$ cat config.mk
export PLATFORM = sky130hd
export DESIGN_NAME = delay_arbiter_flat
export DESIGN_NICKNAME = d
export VERILOG_FILES = /design/src/rtl/delay_arbiter_pkg.sv /design/src/rtl/delay_arbiter_if.sv /design/src/rtl/delay_arbiter_counter.sv /design/src/rtl/delay_arbiter.sv /design/src/flat_wrapper.sv
export SDC_FILE = /design/constraint.sdc
export NUM_CORES = 1
export LEC_CHECK = 0
export ABC_AREA = 1
export CAP_MARGIN = 20
export CORE_AREA = 4 4 54 56
export DETAILED_ROUTE_END_ITERATION = 16
export DIE_AREA = 0 0 58 60
export PLACE_DENSITY_LB_ADDON = 0.05
export SETUP_SLACK_MARGIN = 0.15
export SYNTH_ARGS = -nofsm -noshare
export SYNTH_HDL_FRONTEND = slang
export SYNTH_SLANG_ARGS = --single-unit
$ cat constraint.sdc
create_clock -name clk -period 1.5 [get_ports clk]
set_clock_uncertainty 0.05 [all_clocks]
set_input_delay 0.3 -clock clk [delete_from_list [all_inputs] [get_ports clk]]
set_output_delay 0.3 -clock clk [all_outputs]
set_load 0.01 [all_outputs]
$ cat src/rtl/delay_arbiter_pkg.sv
// Shared definitions for the delay arbiter: FSM state encoding and the
// width helper used to size the round-robin pointer and grant index.
package delay_arbiter_pkg;

    typedef enum logic [1:0] {
        IDLE  = 2'd0,
        LOAD  = 2'd1,
        COUNT = 2'd2,
        DONE  = 2'd3
    } state_e;

    // Width needed to index R requesters; never narrower than one bit.
    function automatic int clog2(input int value);
        int w;
        w = 1;
        while ((1 << w) < value) begin
            w = w + 1;
        end
        return w;
    endfunction

endpackage

$ cat src/rtl/delay_arbiter_if.sv
// Requester-side bundle of the delay arbiter. The master modport is the
// group of control FSMs asking for wait states; the slave is the arbiter.
interface delay_arbiter_if #(
    parameter int N = 4,
    parameter int R = 2
);
    logic [R-1:0]       req;
    logic [R*(N-1)-1:0] len;
    logic [R-1:0]       gnt;
    logic [R-1:0]       done;
    logic               busy;

    modport master (
        output req,
        output len,
        input  gnt,
        input  done,
        input  busy
    );

    modport slave (
        input  req,
        input  len,
        output gnt,
        output done,
        output busy
    );
endinterface

$ cat src/rtl/delay_arbiter_counter.sv
// Shared N-bit up-counter. The MSB doubles as the overflow flag, so a load
// of 2^(N-1) - len reaches the flag after exactly len increments.
module counter #(
    parameter int N = 4
) (
    input  logic         clk,
    input  logic         rst_i,
    input  logic [N-1:0] in_i,
    input  logic         ld_i,
    input  logic         clr_i,
    input  logic         cnten_i,
    output logic         ov_o
);
    logic [N-1:0] cnt_q;

    // Count register: clear beats load beats increment.
    always_ff @(posedge clk or posedge rst_i) begin
        if (rst_i) begin
            cnt_q <= {N{1'b0}};
        end else if (clr_i) begin
            cnt_q <= {N{1'b0}};
        end else if (ld_i) begin
            cnt_q <= in_i;
        end else if (cnten_i) begin
            cnt_q <= cnt_q + {{(N-1){1'b0}}, 1'b1};
        end else begin
            cnt_q <= cnt_q;
        end
    end

    assign ov_o = cnt_q[N-1];
endmodule

$ cat src/rtl/delay_arbiter.sv
// Round-robin arbiter that lends one shared counter to R requesters, each
// asking for a programmable delay. The granted requester's length is latched
// at grant time, so later changes on req/len cannot disturb a service.
module delay_arbiter
    import delay_arbiter_pkg::*;
#(
    parameter int N = 4,
    parameter int R = 2
) (
    input  logic           clk,
    input  logic           rst,
    delay_arbiter_if.slave bus
);
    localparam int SEL_W = clog2(R);
    localparam int LW    = N - 1;
    localparam logic [N-1:0] LOAD_BASE = {1'b1, {(N-1){1'b0}}};

    state_e           state_q, state_d;
    logic [R-1:0]     gnt_q, gnt_d;
    logic [R-1:0]     done_q, done_d;
    logic             busy_q, busy_d;
    logic [SEL_W-1:0] ptr_q, ptr_d;
    logic [SEL_W-1:0] sel_q, sel_d;
    logic [LW-1:0]    len_q, len_d;

    logic             pick_valid_s;
    logic [SEL_W-1:0] pick_idx_s;
    logic [LW-1:0]    pick_len_s;
    logic [N-1:0]     load_val_s;
    logic             ld_s, clr_s, cnten_s, ov_s;
    logic             cnt_rst_s;

    // First set request at or after ptr, wrapping; MSB of result is valid.
    function automatic logic [SEL_W:0] rr_pick(input logic [R-1:0] req,
                                               input logic [SEL_W-1:0] ptr);
        logic             found;
        logic [SEL_W-1:0] idx;
        logic [SEL_W-1:0] win;
        found = 1'b0;
        win   = {SEL_W{1'b0}};
        for (int k = 0; k < R; k++) begin
            idx = SEL_W'((int'(ptr) + k) % R);
            if (!found && req[idx]) begin
                found = 1'b1;
                win   = idx;
            end
        end
        return {found, win};
    endfunction

    // Arbitration winner and its length slice from the live inputs.
    always_comb begin
        {pick_valid_s, pick_idx_s} = rr_pick(bus.req, ptr_q);
        pick_len_s = {LW{1'b0}};
        for (int i = 0; i < R; i++) begin
            if (SEL_W'(i) == pick_idx_s) begin
                pick_len_s = bus.len[i*LW +: LW];
            end else begin
                pick_len_s = pick_len_s;
            end
        end
    end

    // Load value 2^(N-1) - len, so len = 0 starts with the flag already set.
    assign load_val_s = LOAD_BASE - {1'b0, len_q};

    // Next-state and registered-output logic of the service FSM.
    always_comb begin
        state_d = state_q;
        gnt_d   = gnt_q;
        done_d  = {R{1'b0}};
        ptr_d   = ptr_q;
        sel_d   = sel_q;
        len_d   = len_q;
        case (state_q)
            IDLE: begin
                if (pick_valid_s) begin
                    sel_d             = pick_idx_s;
                    len_d             = pick_len_s;
                    gnt_d             = {R{1'b0}};
                    gnt_d[pick_idx_s] = 1'b1;
                    state_d           = LOAD;
                end else begin
                    gnt_d   = {R{1'b0}};
                    state_d = IDLE;
                end
            end
            LOAD: begin
                state_d = COUNT;
            end
            COUNT: begin
                if (ov_s) begin
                    done_d[sel_q] = 1'b1;
                    state_d       = DONE;
                end else begin
                    state_d = COUNT;
                end
            end
            DONE: begin
                if (int'(sel_q) == R - 1) begin
                    ptr_d = {SEL_W{1'b0}};
                end else begin
                    ptr_d = sel_q + {{(SEL_W-1){1'b0}}, 1'b1};
                end
                gnt_d   = {R{1'b0}};
                state_d = IDLE;
            end
            default: begin
                gnt_d   = {R{1'b0}};
                state_d = IDLE;
            end
        endcase
        busy_d = (state_d != IDLE);
    end

    // State and output registers; reset aborts any service without a done.
    always_ff @(posedge clk or negedge rst) begin
        if (!rst) begin
            state_q <= IDLE;
            gnt_q   <= {R{1'b0}};
            done_q  <= {R{1'b0}};
            busy_q  <= 1'b0;
            ptr_q   <= {SEL_W{1'b0}};
            sel_q   <= {SEL_W{1'b0}};
            len_q   <= {LW{1'b0}};
        end else begin
            state_q <= state_d;
            gnt_q   <= gnt_d;
            done_q  <= done_d;
            busy_q  <= busy_d;
            ptr_q   <= ptr_d;
            sel_q   <= sel_d;
            len_q   <= len_d;
        end
    end

    // Counter strobes decoded from state; at most one is active per cycle.
    always_comb begin
        ld_s    = 1'b0;
        clr_s   = 1'b0;
        cnten_s = 1'b0;
        case (state_q)
            LOAD:    ld_s    = 1'b1;
            COUNT:   cnten_s = !ov_s;
            DONE:    clr_s   = 1'b1;
            default: ld_s    = 1'b0;
        endcase
    end

    assign cnt_rst_s = ~rst;

    counter #(.N(N)) u_counter (
        .clk     (clk),
        .rst_i   (cnt_rst_s),
        .in_i    (load_val_s),
        .ld_i    (ld_s),
        .clr_i   (clr_s),
        .cnten_i (cnten_s),
        .ov_o    (ov_s)
    );

    assign bus.gnt  = gnt_q;
    assign bus.done = done_q;
    assign bus.busy = busy_q;
endmodule

$ cat src/flat_wrapper.sv
// flat-port wrapper written by rule: the top's interface ports become plain ports
module delay_arbiter_flat import delay_arbiter_pkg::*;
#(
    parameter int N = 4,
    parameter int R = 2
)
  (clk, rst, bus_req, bus_len, bus_gnt, bus_done, bus_busy);
  delay_arbiter_if #(.N(N), .R(R)) bus_i ();
  input  logic clk;
  input  logic rst;
  input wire logic [$bits(bus_i.req)-1:0] bus_req;
  input wire logic [$bits(bus_i.len)-1:0] bus_len;
  output wire logic [$bits(bus_i.gnt)-1:0] bus_gnt;
  output wire logic [$bits(bus_i.done)-1:0] bus_done;
  output wire logic [$bits(bus_i.busy)-1:0] bus_busy;
  assign bus_i.req = bus_req;
  assign bus_i.len = bus_len;
  assign bus_gnt = bus_i.gnt;
  assign bus_done = bus_i.done;
  assign bus_busy = bus_i.busy;
  delay_arbiter #(.N(N), .R(R)) u_core (.clk(clk), .rst(rst), .bus(bus_i));
endmodule
Word-level counts from Yosys, hierarchy flattened
Index checks and enable logic that the tools add are counted.
{"block": "op_classes", "addsub": 4, "reduce_logical": 10, "eq_ne": 3, "magnitude_cmp": 6, "n_mux": 27}
{"op": "1-bit two-way mux", "count": 16}
{"op": "4-bit two-way mux", "count": 3}
{"op": "1-bit by 2-bit less-than comparator with 1-bit output, second input constant", "count": 4}
{"op": "2-bit one-hot mux with 4 select lines", "count": 1}
{"op": "2-bit two-way mux", "count": 3}
{"op": "4-bit by 1-bit adder with 4-bit output, second input constant", "count": 1}
{"op": "2-bit == test, second input constant", "count": 2}
{"op": "2-bit one-hot mux with 2 select lines", "count": 1}
{"op": "2-bit nonzero test", "count": 2}
{"op": "4-bit by 3-bit subtractor with 4-bit output, first input constant", "count": 1}
{"op": "1-bit logical AND", "count": 3}
{"op": "3-bit two-way mux", "count": 1}
{"op": "3-bit nonzero test", "count": 1}
{"op": "1-bit adder, second input constant", "count": 2}
{"op": "1-bit demux with 1-bit select", "count": 2}
{"op": "2-bit by 1-bit == test with 1-bit output, second input constant", "count": 1}
{"op": "1-bit greater-or-equal comparator, second input constant", "count": 2}
{"op": "1-bit logical NOT", "count": 2}
{"op": "2-bit logical NOT", "count": 1}
{"op": "2-bit AND reduction", "count": 1}
{"block": "word_totals", "regBits": 16, "word_cells": 58, "output_inout_bits": 5}

Depth between registers and ports, before layout
Gate-level depths: netlist (run 1).
{"block": "logic_depth", "word_depth": 12, "mapped_depth": 7}

Cells and area by module
From an unflattened synthesis (run 1), not the netlist that was laid out.
{"block": "unflattened", "hier_cells": 105, "hier_area_um2": 873.3}
{"mod": "delay_arbiter", "n_inst": 1, "area_per_inst_um2": 620.6, "seq_area_each_um2": 300.3, "cells_per_inst": 72}
{"mod": "counter", "n_inst": 1, "area_per_inst_um2": 252.7, "seq_area_each_um2": 100.1, "cells_per_inst": 33}

Worst setup path before layout (run 1)
OpenSTA, ideal clock, no wires.
{"block": "synth_timing", "path_type": "register -> register", "startpoint": "register u_core.state_q[1]", "endpoint": "register u_core.u_counter.cnt_q[2]", "path_buffers": 0, "arrival_ns": 1.078, "setup_slack_ns": 0.255, "path_stages_with_launch": 8, "cell_sequence": "dfrtp_1 inv_1 ha_1 inv_2 a21oi_1 o21ai_0 nand3_1 nand2_1"}
{"block": "synth_via", "elab_chain_cells": 4, "elab_cells_between_ends": 9, "classes_between": "eq/ne (3); mux (5); reduce/logical (1)"}
{"item": "start, declared", "line": "delay_arbiter.sv:18", "text": "state_e state_q, state_d;"}
{"item": "start signal, assigned", "line": "delay_arbiter.sv:127", "text": "state_q <= state_d;"}
{"item": "2-bit by 1-bit == test with 1-bit output", "line": "delay_arbiter.sv:142", "text": "case (state_q)"}
{"item": "1-bit two-way mux", "line": "delay_arbiter.sv:142"}
{"item": "4-bit two-way mux", "line": "delay_arbiter_counter.sv:22", "text": "end else if (ld_i) begin"}
{"item": "4-bit two-way mux", "line": "delay_arbiter_counter.sv:20", "text": "end else if (clr_i) begin"}
{"item": "end signal, assigned", "line": "delay_arbiter_counter.sv:19", "text": "cnt_q <= {N{1'b0}};"}
{"item": "end signal, assigned", "line": "delay_arbiter_counter.sv:21", "text": "cnt_q <= {N{1'b0}};"}
{"item": "end signal, assigned", "line": "delay_arbiter_counter.sv:23", "text": "cnt_q <= in_i;"}
{"item": "end, declared", "line": "delay_arbiter_counter.sv:14", "text": "logic [N-1:0] cnt_q;"}
Parallel ways exist; a longest one is shown, timed or not.
A chain may end at the register's enable or synchronous reset.

Worst setup path in the final report (run 1)
{"block": "layout_timing", "startpoint": "register u_core.busy_q, in the netlist u_core.bus.busy", "endpoint": "output bus_busy"}
{"item": "start, declared", "line": "delay_arbiter.sv:21", "text": "logic busy_q, busy_d;"}
{"item": "start signal, assigned", "line": "delay_arbiter.sv:130", "text": "busy_q <= busy_d;"}
{"item": "end, declared", "line": "flat_wrapper.sv:15", "text": "output wire logic [$bits(bus_i.busy)-1:0] bus_busy;"}
No word-level cell between the ends.

==> results of run 1 <==
## area by class of cell
class                      count  area (um^2)  area share, %
sequential                    16        400.4          37.51
multi-input combinational     65        385.4          36.11
timing repair buffer          16        151.4          14.19
inverter                      15        56.30          5.276
tap                           30        37.54          3.517
clock buffer                   4        36.28          3.400
## synth_stat cells
master,n
xnor2_1,1
dfrtp_1,16
a21oi_1,1
inv_2,2
nand3_1,5
ha_1,7
nand2_1,27
or2_1,1
o21ai_0,11
o31ai_1,1
mux2i_1,1
nor2_1,3
inv_1,13
or2_4,1
o21ai_2,1
o21ai_1,1
nand2_2,1
nand4_1,1
o22ai_1,1
a21oi_4,1
## kinds of logic (layout without fill, tap and decap cells)
logic type      count (synthesis)  in the layout  share of synthesized area, %
compound gates                 17             17                         12.48
xor+xnor                        1              1                         1.053
fa+ha+maj                       7              7                         10.53
buf+inv                        15             35                         6.768
flops                          16             16                         48.12
mux                             1              1                         1.203
simple gates                   39             39                         19.85
## how the worst max path moves through the flow
stage / startpoint / endpoint / slack (ns) / cells after the start
3_5_place_dp: bus_req[1] / u_core.bus.busy / 0.02 / 5
4_1_cts: u_core.bus.gnt[0] / bus_gnt[0] / 0.18 / 1
2_1_floorplan: u_core.state_q[1] / u_core.u_counter.cnt_q[2] / 0.25 / 7
3_3_place_gp: bus_req[1] / u_core.bus.busy / 0.04 / 5
6_report: u_core.bus.busy / bus_busy / 0.22 / 1
5_1_grt: u_core.state_q[1] / u_core.u_counter.cnt_q[2] / 0.15 / 7
## stage by stage
stage               worst slack, ns  utilization (%)
floorplan                    0.2549                -
global placement            0.03579            42.13
detailed placement          0.02388            42.13
CTS                          0.1810            43.36
global route                 0.1476            43.88
finish                       0.2211            43.88
## power by group through the flow
stage / logic, mW / clock network [mW] / registers [mW]
finish: 0.942 / 0.286 / 0.759
global route: 1.11 / 0.316 / 0.793
CTS: 0.925 / 0.300 / 0.757
detailed placement: 0.946 / 0 / 0.768
global placement: 0.944 / 0 / 0.765
floorplan: 0.656 / 0 / 0.754
## registers in the layout, indices dropped and copies added (netlist names)
name and cells:
u_core.u_counter.cnt_q 4, u_core.len_q 3, u_core.bus.done 2, u_core.bus.gnt 2
u_core.state_q 2, u_core.bus.busy 1, u_core.ptr_q 1, u_core.sel_q 1
## routing by layer
metal | global-route usage, % | vias to the layer above | share of wire [%]
met4 | 5.960 | 0 | 0.93
met3 | 2.160 | 2 | 6.7
met1 | 12.78 | 274 | 47
met2 | 17.74 | 15 | 45
li1 | - | 348 | -
met5 | 0 | - | 0
==> flow_summary.yaml, run 1 <==
synth:
  synth_cell_types: 20
  synth_area_um2: 832.0
  synth_top_cell_by_area: "dfrtp_1"
  synthTopCellsByArea: "dfrtp_1 (48%), nand2_1 (12%), ha_1 (11%), o21ai_0 (6.6%), inv_1 (5.9%)"
  yosys_warnings: 0
  syn_nets: 113
  synth_top_area_share_pct: 48.12
  synth_cells: 96
  synth-seq-cells: 16
  syn-mean-instance-area_um2: 8.667
  yosysSeqAreaShare_pct: 48.12
finish:
  final_layout_size_suffix_gt1_share_pct: 16.38
  antenna_cells: 0
  final_common_cell: "nand2_1"
  fillers: 260
  fin_cells: 146
  layout_common_cells: "nand2_1 (26), dfrtp_1 (16), o21ai_0 (10), inv_1 (9), clkdlybuf4s50_1 (9)"
  syn2layout_area_growth_pct: 28.27
  fin_nets: 134
  final_area_um2: 1067
clocking:
  clkSlewWorstSetupHoldPaths_ns: 0.10
  ctsResizeCount: 5
  cts_tree: "built"
  cts_num_sinks: 16
  clock_path_buffers: 2
  cts_hold_buf: 0
  cts_root_buffer: "clkbuf_4"
  htreeDepth: 1
  cts_setup_buffers: 0
  clk_latency_ns: 0.28
  cts_buffers: 3
critical_path:
  reg2regPathDepth: 3
  endpoint_kind: "output pin"
  worstSetupPathType: "reg2out"
  cp_data_arrival_time_ns: 0.93
  path_max_fanout: 1
  critPathSlowestCell: "dfrtp_1"
  worst_r2r_endpoint: "u_core.bus.busy"
  r2r_slack_ns: 0.26
  cpPeakStageDelay_ns: 0.37
  required_ns: 1.15
  reg2reg_from: "u_core.state_q[0]"
  critPathTopFamily: "flip-flops"
  crit_path_start_kind: "flip-flop"
  path_cells: "dlygate4sd2_1"
  path_buf_inv: 1
routing:
  routed-via-count: 639
  firstDrtPassIters: 4
  wl_um: 1499
  wl_per_cell_um: 10.27
  drc: 0
  dr.first_iter.drc_count: 12
  ant_nets: 0
  via_per_inst: 4.377
floorplan:
  initial_core_util_pct: 34.21
  floorplan.rows: 18
  fp.dieW_um: 58
  core_um2: 2432
  dieHeight_um: 60
  die_area_um2: 3480
  io-pin-count: 15
power:
  swShare_pct: 40.79
  p_clk_share_pct: 14.4
  intPower_mw: 1.176
  power_frac_comb_pct: 47.4
  ir_worst_vdd_uv: 849.6
  seqPwrFrac_pct: 38.2
  power_leakage_nw: 0.5378
  p_per_area_nw_per_um2: 1861
  total_power_mw: 1.987
  power.switching_uw: 810.4
timing:
  worst_pin_slew_ns: 0.2374
  finalHoldViolCount: 0
  slew_headroom_pct: 84.14
  min_period_ns: 1.279
  min_period_over_period_pct: 85.26
  drv_slew: 0
  whs_ns: 0.2799
  fin_setup_tns_ns: 0
  final-setup-viol-count: 0
  clock.fmax_mhz: 781.9
  rsz0062_at_grt: "true"
global_route:
  grt_max_degree: 17
  grt_pass1_wl_um: 2808
  grtUsageTotal_pct: 10.64
  antenna_found_initial: 0
  grt_pass1_vias: 687
  gr-total-overflow: 0
outcome:
  status: "complete, no violations"
place:
  dp_hpwl_um: 1212
  place_area_um2: 1025
  portBuffers: 14
  gp_congestion: 0.6856
  dp_cells: 142
job:
  maxCapViolCount: 0
hold_path:
  hold_class: "in2async"
Note: power is estimated with default switching activity, not from simulation.
==> run 2, diff against run 1 <==
--- a/config.mk
+++ b/config.mk
@@ -6,10 +6,10 @@
 export NUM_CORES = 1
 export LEC_CHECK = 0
 export ABC_AREA = 1
-export CAP_MARGIN = 20
-export CORE_AREA = 4 4 54 56
+export CAP_MARGIN = 15
+export CORE_AREA = 4 4 51 53
 export DETAILED_ROUTE_END_ITERATION = 16
-export DIE_AREA = 0 0 58 60
+export DIE_AREA = 0 0 55 57
 export PLACE_DENSITY_LB_ADDON = 0.05
 export SETUP_SLACK_MARGIN = 0.15
 export SYNTH_ARGS = -nofsm -noshare
==> flow_summary.yaml, run 2 (synthesized netlist as in run 1, its figures left out) <==
global_route:
  grtUsageTotal_pct: 10.78
  grt_pass1_vias: 608
  gr-total-overflow: 0
  antenna_found_initial: 0
  grt_max_degree: 17
  grt_pass1_wl_um: 2546
place:
  place_area_um2: 1015
  dp_cells: 139
  gp_congestion: 0.6963
  portBuffers: 14
  dp_hpwl_um: 1187
finish:
  final_layout_size_suffix_gt1_share_pct: 16.38
  top_register: "u_core.u_counter.cnt_q"
  fin_cells: 144
  fin_nets: 134
  largest_reg_flops: 4
  antenna_cells: 0
  fillers: 213
  final_core_util_pct: 50.15
  final_common_cell: "nand2_1"
  layout_common_cells: "nand2_1 (26), dfrtp_1 (16), o21ai_0 (11), inv_1 (10), clkdlybuf4s50_1 (9)"
  reg_top3: "u_core.u_counter.cnt_q: 4 flops, u_core.len_q: 3 flops"
  final_area_um2: 1077
  syn2layout_area_growth_pct: 29.47
timing:
  min_period_ns: 1.303
  slew_headroom_pct: 83.45
  worst_pin_slew_ns: 0.2476
  drv_slew: 0
  final-setup-viol-count: 0
  min_period_over_period_pct: 86.90
  rsz0062_at_grt: "true"
  fin_setup_tns_ns: 0
  finalHoldViolCount: 0
  clock.fmax_mhz: 767.2
floorplan:
  io-pin-count: 15
  floorplan.rows: 17
  core_um2: 2148
  initial_core_util_pct: 38.73
  die_area_um2: 3135
  fp.dieW_um: 55
  dieHeight_um: 57
routing:
  drc: 0
  via_per_inst: 4.514
  ant_nets: 0
  firstDrtPassIters: 3
  wl_per_cell_um: 10.25
  dr.first_iter.drc_count: 6
  routed-via-count: 650
  wl_um: 1476
clocking:
  clk_latency_ns: 0.28
  cts_num_sinks: 16
  cts_buffers: 3
  htreeDepth: 1
  cts_tree: "built"
  cts_hold_buf: 0
  clkSlewWorstSetupHoldPaths_ns: 0.10
  clock_path_buffers: 2
  cts_root_buffer: "clkbuf_4"
critical_path:
  path_cells: "dlygate4sd2_1"
  path_max_fanout: 2
  path_buf_inv: 1
  reg2reg_from: "u_core.state_q[0]"
  worst_r2r_endpoint: "u_core.u_counter.cnt_q[2]"
  critPathTopFamily: "flip-flops"
  cp_data_arrival_time_ns: 0.95
  r2r_slack_ns: 0.25
  startpoint: "u_core.bus.gnt[0]"
  cpPeakStageDelay_ns: 0.39
  worstSetupPathType: "reg2out"
  crit_path_start_kind: "flip-flop"
  reg2regPathDepth: 7
  cp_num_cells: 1
  required_ns: 1.15
  endpoint_kind: "output pin"
  critPathSlowestCell: "dfrtp_1"
  crit_path_end: "bus_gnt[0]"
power:
  seqPwrFrac_pct: 37.9
  intPower_mw: 1.186
  swShare_pct: 40.74
  power_leakage_nw: 0.5418
  p_clk_share_pct: 13.9
  p_per_area_nw_per_um2: 1858
  power_frac_comb_pct: 48.2
  total_power_mw: 2.001
  ir_worst_vdd_uv: 804.1
  power.switching_uw: 815.5
outcome:
  status: "complete, no violations"
hold_path:
  hold_class: "in2async"
job:
  maxCapViolCount: 0
## run 2: how the worst min path moves through the flow
stage | from | endpoint | cells after the start
3_5_place_dp | u_core.bus.gnt[1] | u_core.bus.gnt[1] | 2
2_1_floorplan | rst | u_core.bus.busy | 0
5_1_grt | rst | u_core.u_counter.cnt_q[3] | 2
4_1_cts | rst | u_core.bus.done[1] | 2
3_3_place_gp | u_core.bus.gnt[1] | u_core.bus.gnt[1] | 2
6_report | rst | u_core.bus.done[1] | 2
## run 2: area by class of cell
type / instances / area (um^2) / share of cell area, %
flip-flops and latches: 16 / 400.4 / 37.17
multi-input cells: 65 / 397.9 / 36.93
repair buffers: 16 / 148.9 / 13.82
inverters: 15 / 58.81 / 5.459
clock buffers: 4 / 36.28 / 3.368
well taps: 28 / 35.03 / 3.252
## run 2: through the flow
stage / hold slack, ns / setup slack [ns]
CTS: 0.2754 / 0.1744
global placement: 0.4205 / 0.03897
floorplan: -0.04559 / 0.2549
global route: 0.2914 / 0.1447
finish: 0.2804 / 0.1966
detailed placement: 0.4237 / 0.006241
## run 2: repair_timing
action	4_1_cts	5_1_grt
resized for setup	8	6
setup buffers	1	0
setup endpoints to repair	9	4
## run 2: power groups by stage
stage	clock network, mW	logic (mW)	registers [mW]
final	0.277	0.965	0.759
after CTS	0.289	0.946	0.756
after floorplan	0	0.656	0.754
after detailed placement	0	0.924	0.767
after global placement	0	0.922	0.763
after global routing	0.301	1.11	0.792
## run 2: layer usage
metal	GRT usage (%)	vias to the layer above	wire length (um)
met5	0	-	0
met3	2.350	2	73
met2	16.72	13	685
met4	3.125	0	14
li1	-	347	-
met1	14.90	288	701
==> run 3, diff against run 2 <==
--- a/config.mk
+++ b/config.mk
@@ -8,6 +8,7 @@
 export ABC_AREA = 1
 export CAP_MARGIN = 15
 export CORE_AREA = 4 4 51 53
+export CTS_CLUSTER_SIZE = 25
 export DETAILED_ROUTE_END_ITERATION = 16
 export DIE_AREA = 0 0 55 57
 export PLACE_DENSITY_LB_ADDON = 0.05
==> results of run 3 <==
The final DEF is identical to that of run 2; final timing and power are the same.
